===== config.mk =====
export PLATFORM = sky130hd
export DESIGN_NAME = ldpc_layer_scheduler
export DESIGN_NICKNAME = d
export VERILOG_FILES = /design/src/rtl/ldpc_layer_scheduler.sv
export SDC_FILE = /design/constraint.sdc
export NUM_CORES = 1
export LEC_CHECK = 0
export CAP_MARGIN = 30
export CORE_MARGIN = 2
export CORE_UTILIZATION = 47
export DETAILED_ROUTE_END_ITERATION = 7
export GPL_ROUTABILITY_DRIVEN = 0
export SETUP_SLACK_MARGIN = 0.5
export SYNTH_ARGS = -nofsm -noshare
export SYNTH_HDL_FRONTEND = slang
export SYNTH_SLANG_ARGS = --single-unit

===== constraint.sdc =====
create_clock -name clk_i -period 5.8 [get_ports clk_i]
set_input_delay 1.16 -clock clk_i [delete_from_list [all_inputs] [get_ports clk_i]]
set_output_delay 1.16 -clock clk_i [all_outputs]
set_load 0.02 [all_outputs]

===== src/rtl/ldpc_layer_scheduler.sv =====
// ldpc_layer_scheduler
//   Layered LDPC decoder sequencer. Walks the base-graph ROM one layer at a
//   time: reads each layer's entries (issuing APP RAM reads with the read-side
//   shift), waits out the check-node latency, then replays the same entries as
//   APP RAM writes with the inverse (right) shift. Repeats the whole graph until
//   the iteration limit or the early-stop flag.
//
// Ports
//   clk_i, reset_n_i            clock, synchronous active-low reset
//   start_i                     frame start pulse (ignored while busy_o)
//   max_iter_i                  iteration limit, latched on start (0 -> 1)
//   early_stop_i                syndrome-ok, sampled at the end of the last layer
//   tbl_addr_o / tbl_data_i     base-graph ROM port, data one cycle after address
//                               tbl_data_i = {last_layer, last_in_layer, col[6:0], shift[8:0]}
//   app_rd_en_o/addr/shift_sel  APP read port + read shifter select
//   app_wr_en_o/addr/rightshift APP write port + write shifter select
//   busy_o, iteration_o, decode_over_o, deg_err_o   status
module ldpc_layer_scheduler #(
   parameter int Z       = 384,
   parameter int MAX_DEG = 19,
   parameter int CNU_LAT = 4
) (
   input  logic        clk_i,
   input  logic        reset_n_i,
   input  logic        start_i,
   input  logic [4:0]  max_iter_i,
   input  logic        early_stop_i,
   output logic [10:0] tbl_addr_o,
   input  logic [17:0] tbl_data_i,
   output logic        app_rd_en_o,
   output logic [6:0]  app_rd_addr_o,
   output logic [8:0]  app_shift_sel_o,
   output logic        app_wr_en_o,
   output logic [6:0]  app_wr_addr_o,
   output logic [8:0]  app_rightshift_sel_o,
   output logic        busy_o,
   output logic [4:0]  iteration_o,
   output logic        decode_over_o,
   output logic        deg_err_o
);

   typedef enum logic [2:0] {S_IDLE, S_READ, S_WAIT, S_WRITE, S_NEXT, S_DONE} state_t;

   localparam int CW = $clog2(MAX_DEG + 1);
   localparam int WW = (CNU_LAT > 2) ? $clog2(CNU_LAT) : 1;

   state_t         state_q, state_d;
   logic [10:0]    tbl_addr_q, tbl_addr_d;
   logic           dv_q, dv_d;          // tbl_data_i holds a live entry this cycle
   logic           drain_q, drain_d;    // last read of the layer is on the APP port
   logic [CW-1:0]  cnt_q, cnt_d;        // entries buffered in this layer
   logic [CW-1:0]  wr_idx_q, wr_idx_d;
   logic [WW-1:0]  wcnt_q, wcnt_d;
   logic           last_layer_q, last_layer_d;
   logic [4:0]     lim_q, lim_d;
   logic [4:0]     iter_q, iter_d;
   logic           deg_err_q, deg_err_d;
   logic           rd_en_q, rd_en_d;
   logic [6:0]     rd_addr_q, rd_addr_d;
   logic [8:0]     shift_sel_q, shift_sel_d;
   logic           wr_en_q, wr_en_d;
   logic [6:0]     wr_addr_q, wr_addr_d;
   logic [8:0]     rsel_q, rsel_d;
   logic           busy_q, busy_d;
   logic           done_q, done_d;
   logic           buf_we;
   logic [15:0]    buf_q [MAX_DEG];     // {col, shift} in arrival order

   logic           e_ll, e_lil, stop_now, iter_done;
   logic [6:0]     e_col;
   logic [8:0]     e_shift;

   assign e_ll    = tbl_data_i[17];
   assign e_lil   = tbl_data_i[16];
   assign e_col   = tbl_data_i[15:9];
   assign e_shift = tbl_data_i[8:0];

   // A full buffer without a last flag closes the layer anyway.
   assign stop_now  = dv_q && (e_lil || (cnt_q == CW'(MAX_DEG - 1)));
   assign iter_done = (({1'b0, iter_q} + 6'd1) >= {1'b0, lim_q}) || early_stop_i;

   // Inverse shift: (Z - shift) mod Z, with out-of-range shifts reduced first.
   function automatic logic [8:0] rsel_f(input logic [8:0] sh);
      int unsigned m;
      m = 32'(sh) % 32'(Z);
      return (m == 0) ? 9'd0 : 9'(32'(Z) - m);
   endfunction

   // state + output registers
   always_ff @(posedge clk_i) begin
      if (!reset_n_i) begin
         state_q      <= S_IDLE;
         tbl_addr_q   <= '0;
         dv_q         <= 1'b0;
         drain_q      <= 1'b0;
         cnt_q        <= '0;
         wr_idx_q     <= '0;
         wcnt_q       <= '0;
         last_layer_q <= 1'b0;
         lim_q        <= '0;
         iter_q       <= '0;
         deg_err_q    <= 1'b0;
         rd_en_q      <= 1'b0;
         rd_addr_q    <= '0;
         shift_sel_q  <= '0;
         wr_en_q      <= 1'b0;
         wr_addr_q    <= '0;
         rsel_q       <= '0;
         busy_q       <= 1'b0;
         done_q       <= 1'b0;
      end else begin
         state_q      <= state_d;
         tbl_addr_q   <= tbl_addr_d;
         dv_q         <= dv_d;
         drain_q      <= drain_d;
         cnt_q        <= cnt_d;
         wr_idx_q     <= wr_idx_d;
         wcnt_q       <= wcnt_d;
         last_layer_q <= last_layer_d;
         lim_q        <= lim_d;
         iter_q       <= iter_d;
         deg_err_q    <= deg_err_d;
         rd_en_q      <= rd_en_d;
         rd_addr_q    <= rd_addr_d;
         shift_sel_q  <= shift_sel_d;
         wr_en_q      <= wr_en_d;
         wr_addr_q    <= wr_addr_d;
         rsel_q       <= rsel_d;
         busy_q       <= busy_d;
         done_q       <= done_d;
      end
   end

   always_ff @(posedge clk_i) begin
      if (buf_we) buf_q[cnt_q] <= tbl_data_i[15:0];
   end

   // next state
   always_comb begin
      state_d = state_q;
      unique case (state_q)
         S_IDLE:  if (start_i) state_d = S_READ;
         S_READ:  if (drain_q) state_d = (CNU_LAT <= 1) ? S_WRITE : S_WAIT;
         S_WAIT:  if (wcnt_q == WW'(CNU_LAT - 2)) state_d = S_WRITE;
         S_WRITE: if (wr_idx_q == cnt_q) state_d = S_NEXT;
         S_NEXT:  state_d = (last_layer_q && iter_done) ? S_DONE : S_READ;
         S_DONE:  state_d = S_IDLE;
         default: state_d = S_IDLE;
      endcase
   end

   // datapath / registered-output next values
   always_comb begin
      tbl_addr_d   = tbl_addr_q;
      dv_d         = 1'b0;
      drain_d      = 1'b0;
      cnt_d        = cnt_q;
      wr_idx_d     = '0;
      wcnt_d       = '0;
      last_layer_d = last_layer_q;
      lim_d        = lim_q;
      iter_d       = iter_q;
      deg_err_d    = deg_err_q;
      rd_en_d      = 1'b0;
      rd_addr_d    = rd_addr_q;
      shift_sel_d  = shift_sel_q;
      wr_en_d      = 1'b0;
      wr_addr_d    = wr_addr_q;
      rsel_d       = rsel_q;
      buf_we       = 1'b0;
      busy_d       = (state_d != S_IDLE);
      done_d       = (state_d == S_DONE);

      unique case (state_q)
         S_IDLE: begin
            if (start_i) begin
               lim_d      = (max_iter_i == 5'd0) ? 5'd1 : max_iter_i;
               iter_d     = '0;
               deg_err_d  = 1'b0;
               tbl_addr_d = '0;
            end
         end
         S_READ: begin
            // On the closing entry the address already points one past it
            // (the overshoot request), so holding it is the rewind.
            if (!drain_q) begin
               dv_d = !stop_now;
               if (!stop_now) tbl_addr_d = tbl_addr_q + 11'd1;
            end
            drain_d = stop_now;
            if (dv_q) begin
               buf_we      = 1'b1;
               cnt_d       = cnt_q + 1'b1;
               rd_en_d     = 1'b1;
               rd_addr_d   = e_col;
               shift_sel_d = e_shift;
               if (stop_now) begin
                  last_layer_d = e_ll;
                  if (!e_lil) deg_err_d = 1'b1;
               end
            end
         end
         S_WAIT: wcnt_d = wcnt_q + 1'b1;
         S_NEXT: begin
            if (last_layer_q) begin
               iter_d = iter_q + 5'd1;
               if (!iter_done) tbl_addr_d = '0;
            end
         end
         default: ;
      endcase

      // Writes are registered against the next state so they line up with WRITE.
      if (state_d == S_WRITE) begin
         wr_en_d   = 1'b1;
         wr_addr_d = buf_q[wr_idx_q][15:9];
         rsel_d    = rsel_f(buf_q[wr_idx_q][8:0]);
         wr_idx_d  = wr_idx_q + 1'b1;
      end

      if ((state_q != S_READ) && (state_d == S_READ)) cnt_d = '0;
   end

   assign tbl_addr_o           = tbl_addr_q;
   assign app_rd_en_o          = rd_en_q;
   assign app_rd_addr_o        = rd_addr_q;
   assign app_shift_sel_o      = shift_sel_q;
   assign app_wr_en_o          = wr_en_q;
   assign app_wr_addr_o        = wr_addr_q;
   assign app_rightshift_sel_o = rsel_q;
   assign busy_o               = busy_q;
   assign iteration_o          = iter_q;
   assign decode_over_o        = done_q;
   assign deg_err_o            = deg_err_q;

endmodule


==> flow_results.org <==
** Timing
- Based on the critical path, the design can be clocked at up to 267.4 MHz.
- Crit share post-route :: 64.48%
- Setup violations remaining at the end of the flow were counted as 0.
- Unrepaired setup endpoints after global routing :: no
- In this run the tightest slew margin relative to its limit is 34.50%.
- The final-report max-slew violation count is 0.
- Setup WS post-layout :: 2060 ps
- Worst clock skew :: 27.22 ps
- For the pin with the worst max-slew slack, the measured transition is 969.7 ps.
- Setup TNS :: 0 ps
- The routed design could run at a clock period as short as 3740 ps.
- The final count of hold timing violations was 0.

** Synth
- Of the synthesized area, sequential elements account for 69.25%.
- Library cell with the largest summed area after synthesis :: sky130_fd_sc_hd__edfxtp_1
- Of all flip-flops after synthesis, the portion carrying an async set or reset was 0%.
- In the post-synthesis netlist, the biggest area contributors are sky130_fd_sc_hd__edfxtp_1, sky130_fd_sc_hd__dfxtp_1, sky130_fd_sc_hd__mux4_2.
- Synthesis-stage register bit count :: 380
- Cell area after synthesis :: 15380 µm²
- Averaged over all synthesized cells, the footprint is 15.35 µm².
- Syn Inst Count :: 1002
- The number of nets handed over by synthesis was 1044.
- After synthesis, the largest area contributor takes up 59.36% of total cell area.
- Number of enable flip-flop cells after synthesis :: 304
- During synthesis, Yosys emitted a total of 0 warnings.
- The synthesized netlist contains 61 unique library cells.
- Primary flip-flop cell chosen by synthesis mapping :: sky130_fd_sc_hd__edfxtp_1

** Flow run
- Max-cap viol count :: 0

** Pwr
- Post-route total power :: 5.548 mW
- In this run, the combinational gates consume 2.4% of the power.
- Max rail drop VDD :: 0.2167 mV
- Net switching is 19.87% of the power.
- Seq pwr share :: 53.3%
- Internal power comes to 4.445 mW.
- P_sw :: 1.102 mW
- Clock power frac :: 44.3%
- Cell area power density :: 307.5 nW/µm²
- The analysis attributes to cell leakage a power of 5.632 nW.

** Final layout
- Register area :: 10660 µm²
- FILL cells :: 2581
- From synthesis to final layout, the design area changed by 17.30%.
- Post-layout utilization of the core :: 55.73%
- Non-filler instance count after layout :: 1575
- Total number of nets in the final design :: 1145
- Of the cells placed in the final design, the portion with a size suffix greater than 1 is 15.90%.
- Summing all multi-input logic gate instances after layout gives 4467 µm².

** Clock tree
- Count of cells resized by post-cts repair :: 0
- CTS tree :: yes
- At the later pin of the worst-skew pair, clock insertion delay measures 530 ps.
- Post-CTS Hold Buffers :: 0
- Counting the buffers created by CTS gives 41.
- CTS placed an instance of sky130_fd_sc_hd__clkbuf_16 at the clock tree root.
- H-tree levels :: 2
- Clock Sink Count :: 380
- Clk slew on worst S/H paths :: 60 ps
- Maximum root-to-sink buffer count :: 3
- Number of buffers inserted to repair setup after CTS :: 0

** Detailed routing
- Using the TritonRoute via totals, the vias-per-cell ratio works out to 5.557.
- Summing over every cut layer, the via total after detailed routing is 8752.
- DRC marker count from the first detailed-route iteration :: 605
- Remaining antenna violation count after routing :: 0
- After detailed routing, the average wire length per cell comes to 22.55 µm.
- Wirelength, routed :: 35510 µm
- Total DRC errors in the routed layout :: 0
- Detailed-routing iteration count for the pre-antenna-repair pass :: 5

** Placement
- The wire-length estimate of the detail-placed layout is 21400 µm.
- Worst slack after detailed placement :: 2047 ps
- After detailed placement, the design holds a cell count of 1502.
- Buffers placed on the I/O ports in this run total 79.

** Critical path
- STA classifies the critical path endpoint as a register.
- Endpoint required time on the critical path :: 6260 ps
- The worst setup path is launched from a register.
- Across all register-to-register paths, the minimum setup slack is 2060 ps.
- For the worst setup path, the data arrival time is 4200 ps.
- Along the worst path, the maximum fanout reaches 36.
- Critical path class :: register to register

** Floorplan
- From bottom edge to top edge, the die measures 184.9 µm.
- Core footprint :: 32370 µm²
- Starting density of the core :: 47.51%
- Area enclosed by the die boundary :: 34190 µm²
- Top Ports :: 80
- Die extent in x :: 184.9 µm
- FP Rows :: 66

** Worst hold path
- The tightest min-delay check is of the register to register type.

** GRT
- GRT Total Usage :: 21.31%
- For this run the aggregate overflow at the end of global routing stands at 0.
- Entering global routing, the biggest net connects 46 pins.
- The first global-routing pass estimated 53260 µm of wire.
- The via count of the first global-routing pass came to 8445.
- The number of antenna violations at the first check in global routing was 2.

** Run status
- The run finished with clean final reports.
## sequential cells by signal, summed over array words and instances (netlist names)
signal                count
buf_q                   304
tbl_addr_o               11
app_rightshift_sel_o      9
app_shift_sel_o           9
app_rd_addr_o             7
app_wr_addr_o             7
cnt_q                     5
iteration_o               5
lim_q                     5
wr_idx_q                  5
state_q                   3
wcnt_q                    2
app_rd_en_o               1
app_wr_en_o               1
busy_o                    1
decode_over_o             1
deg_err_o                 1
drain_q                   1
dv_q                      1
last_layer_q              1
## cells by family (layout without fill, tap and decap cells)
| logic type | count (synthesis) | in the layout | share of synthesized area [%] |
|---|---|---|---|
| AO/OA/AOI/OAI | 132 | 132 | 5.646 |
| buffers and inverters | 63 | 193 | 2.066 |
| multiplexers | 114 | 114 | 12.15 |
| adder cells (fa/ha/maj) | 15 | 15 | 1.220 |
| other | 0 | 1 | 0 |
| XOR/XNOR | 22 | 22 | 1.253 |
| AND/OR/NAND/NOR | 276 | 276 | 8.412 |
| flip-flops | 380 | 380 | 69.25 |
## cell usage in the layout, fill, tap and decap left out, types with 5 or more instances in the layout
master / synthesis / layout
sky130_fd_sc_hd__a211oi_1: 13 / 13
sky130_fd_sc_hd__a21oi_1: 50 / 50
sky130_fd_sc_hd__a22oi_1: 6 / 6
sky130_fd_sc_hd__and2_1: 5 / 5
sky130_fd_sc_hd__and3_1: 7 / 7
sky130_fd_sc_hd__buf_4: 4 / 27
sky130_fd_sc_hd__clkbuf_1: 18 / 8
sky130_fd_sc_hd__clkbuf_16: 0 / 42
sky130_fd_sc_hd__clkdlybuf4s50_1: 0 / 79
sky130_fd_sc_hd__clkinv_1: 0 / 8
sky130_fd_sc_hd__clkinv_2: 0 / 7
sky130_fd_sc_hd__dfxtp_1: 76 / 74
sky130_fd_sc_hd__edfxtp_1: 304 / 304
sky130_fd_sc_hd__ha_1: 15 / 15
sky130_fd_sc_hd__inv_1: 13 / 12
sky130_fd_sc_hd__mux2_2: 6 / 6
sky130_fd_sc_hd__mux2i_1: 51 / 51
sky130_fd_sc_hd__mux4_2: 55 / 55
sky130_fd_sc_hd__nand2_1: 107 / 107
sky130_fd_sc_hd__nand2b_1: 12 / 12
sky130_fd_sc_hd__nand3_1: 22 / 22
sky130_fd_sc_hd__nand3b_1: 5 / 5
sky130_fd_sc_hd__nand4_1: 7 / 7
sky130_fd_sc_hd__nor2_1: 74 / 57
sky130_fd_sc_hd__nor2_2: 0 / 15
sky130_fd_sc_hd__nor2b_1: 9 / 8
sky130_fd_sc_hd__o211ai_1: 6 / 6
sky130_fd_sc_hd__o21ai_0: 24 / 24
sky130_fd_sc_hd__or3_1: 10 / 10
sky130_fd_sc_hd__xnor2_1: 14 / 14
sky130_fd_sc_hd__xor2_1: 8 / 8
## cells in the mapped netlist (5+ instances only)
| master | instances |
|---|---|
| sky130_fd_sc_hd__a211oi_1 | 13 |
| sky130_fd_sc_hd__a21oi_1 | 50 |
| sky130_fd_sc_hd__a22oi_1 | 6 |
| sky130_fd_sc_hd__and2_1 | 5 |
| sky130_fd_sc_hd__and3_1 | 7 |
| sky130_fd_sc_hd__buf_1 | 5 |
| sky130_fd_sc_hd__buf_2 | 16 |
| sky130_fd_sc_hd__buf_6 | 6 |
| sky130_fd_sc_hd__clkbuf_1 | 18 |
| sky130_fd_sc_hd__dfxtp_1 | 76 |
| sky130_fd_sc_hd__edfxtp_1 | 304 |
| sky130_fd_sc_hd__ha_1 | 15 |
| sky130_fd_sc_hd__inv_1 | 13 |
| sky130_fd_sc_hd__mux2_2 | 6 |
| sky130_fd_sc_hd__mux2i_1 | 51 |
| sky130_fd_sc_hd__mux4_2 | 55 |
| sky130_fd_sc_hd__nand2_1 | 107 |
| sky130_fd_sc_hd__nand2b_1 | 12 |
| sky130_fd_sc_hd__nand3_1 | 22 |
| sky130_fd_sc_hd__nand3b_1 | 5 |
| sky130_fd_sc_hd__nand4_1 | 7 |
| sky130_fd_sc_hd__nor2_1 | 74 |
| sky130_fd_sc_hd__nor2b_1 | 9 |
| sky130_fd_sc_hd__o211ai_1 | 6 |
| sky130_fd_sc_hd__o21ai_0 | 24 |
| sky130_fd_sc_hd__or3_1 | 10 |
| sky130_fd_sc_hd__xnor2_1 | 14 |
| sky130_fd_sc_hd__xor2_1 | 8 |
## worst max-delay path, stage by stage (launching register included)
cell and delay [ps]:
sky130_fd_sc_hd__dfxtp_4 710, sky130_fd_sc_hd__buf_4 630, sky130_fd_sc_hd__mux2i_1 240, sky130_fd_sc_hd__o21ai_0 100, sky130_fd_sc_hd__nand2_1 90, sky130_fd_sc_hd__and3_1 310, sky130_fd_sc_hd__inv_1 170, sky130_fd_sc_hd__ha_1 360
sky130_fd_sc_hd__nand2b_1 150, sky130_fd_sc_hd__nor3_1 60, sky130_fd_sc_hd__o211a_1 290, sky130_fd_sc_hd__or3_1 360, sky130_fd_sc_hd__a21oi_1 140
## layer usage
layer,wire length [µm],up-vias,GRT usage (%)
li1,-,4032,-
met2,16620,269,33.59
met5,0,-,0
met3,2184,56,3.637
met1,15850,4395,30.75
met4,854,0,6.000
## path summary, 6_finish.rpt
path,startpoint,end,cells past startpoint
max,wr_idx_q[0]$_SDFF_PN0_,app_rightshift_sel_o[5]$_SDFFE_PN0N_,12
max reg2reg,wr_idx_q[0]$_SDFF_PN0_,app_rightshift_sel_o[5]$_SDFFE_PN0N_,12
min,wcnt_q[0]$_SDFF_PN0_,wcnt_q[0]$_SDFF_PN0_,1
min reg2reg,wcnt_q[0]$_SDFF_PN0_,wcnt_q[0]$_SDFF_PN0_,1
## power groups by stage
stage          clock network, mW  logic [mW]  registers (mW)
2_1_floorplan                  0      0.0511            3.02
3_3_place_gp                   0       0.130            3.01
3_5_place_dp                   0       0.133            3.01
4_1_cts                     2.51       0.133            2.96
5_1_grt                     2.61       0.145            2.96
6_report                    2.46       0.132            2.96
## cell type report
| cell class | count | area share (%) |
|---|---|---|
| clock inverters | 19 | 0.8253 |
| multi-input cells | 559 | 24.76 |
| repair buffers | 108 | 5.770 |
| well taps | 442 | 3.065 |
| flip-flops and latches | 380 | 59.07 |
| diodes | 1 | 0.01387 |
| clock buffers | 53 | 6.221 |
| inverters | 13 | 0.2705 |
## stage by stage
stage	hold slack [ps]	area, µm²
global route	444.8	18040
CTS	415.0	18040
global placement	400.4	16720
detailed placement	405.9	16770
finish	413.1	18040
floorplan	392.3	15380
No activity file was read; power rests on OpenSTA's default activity.
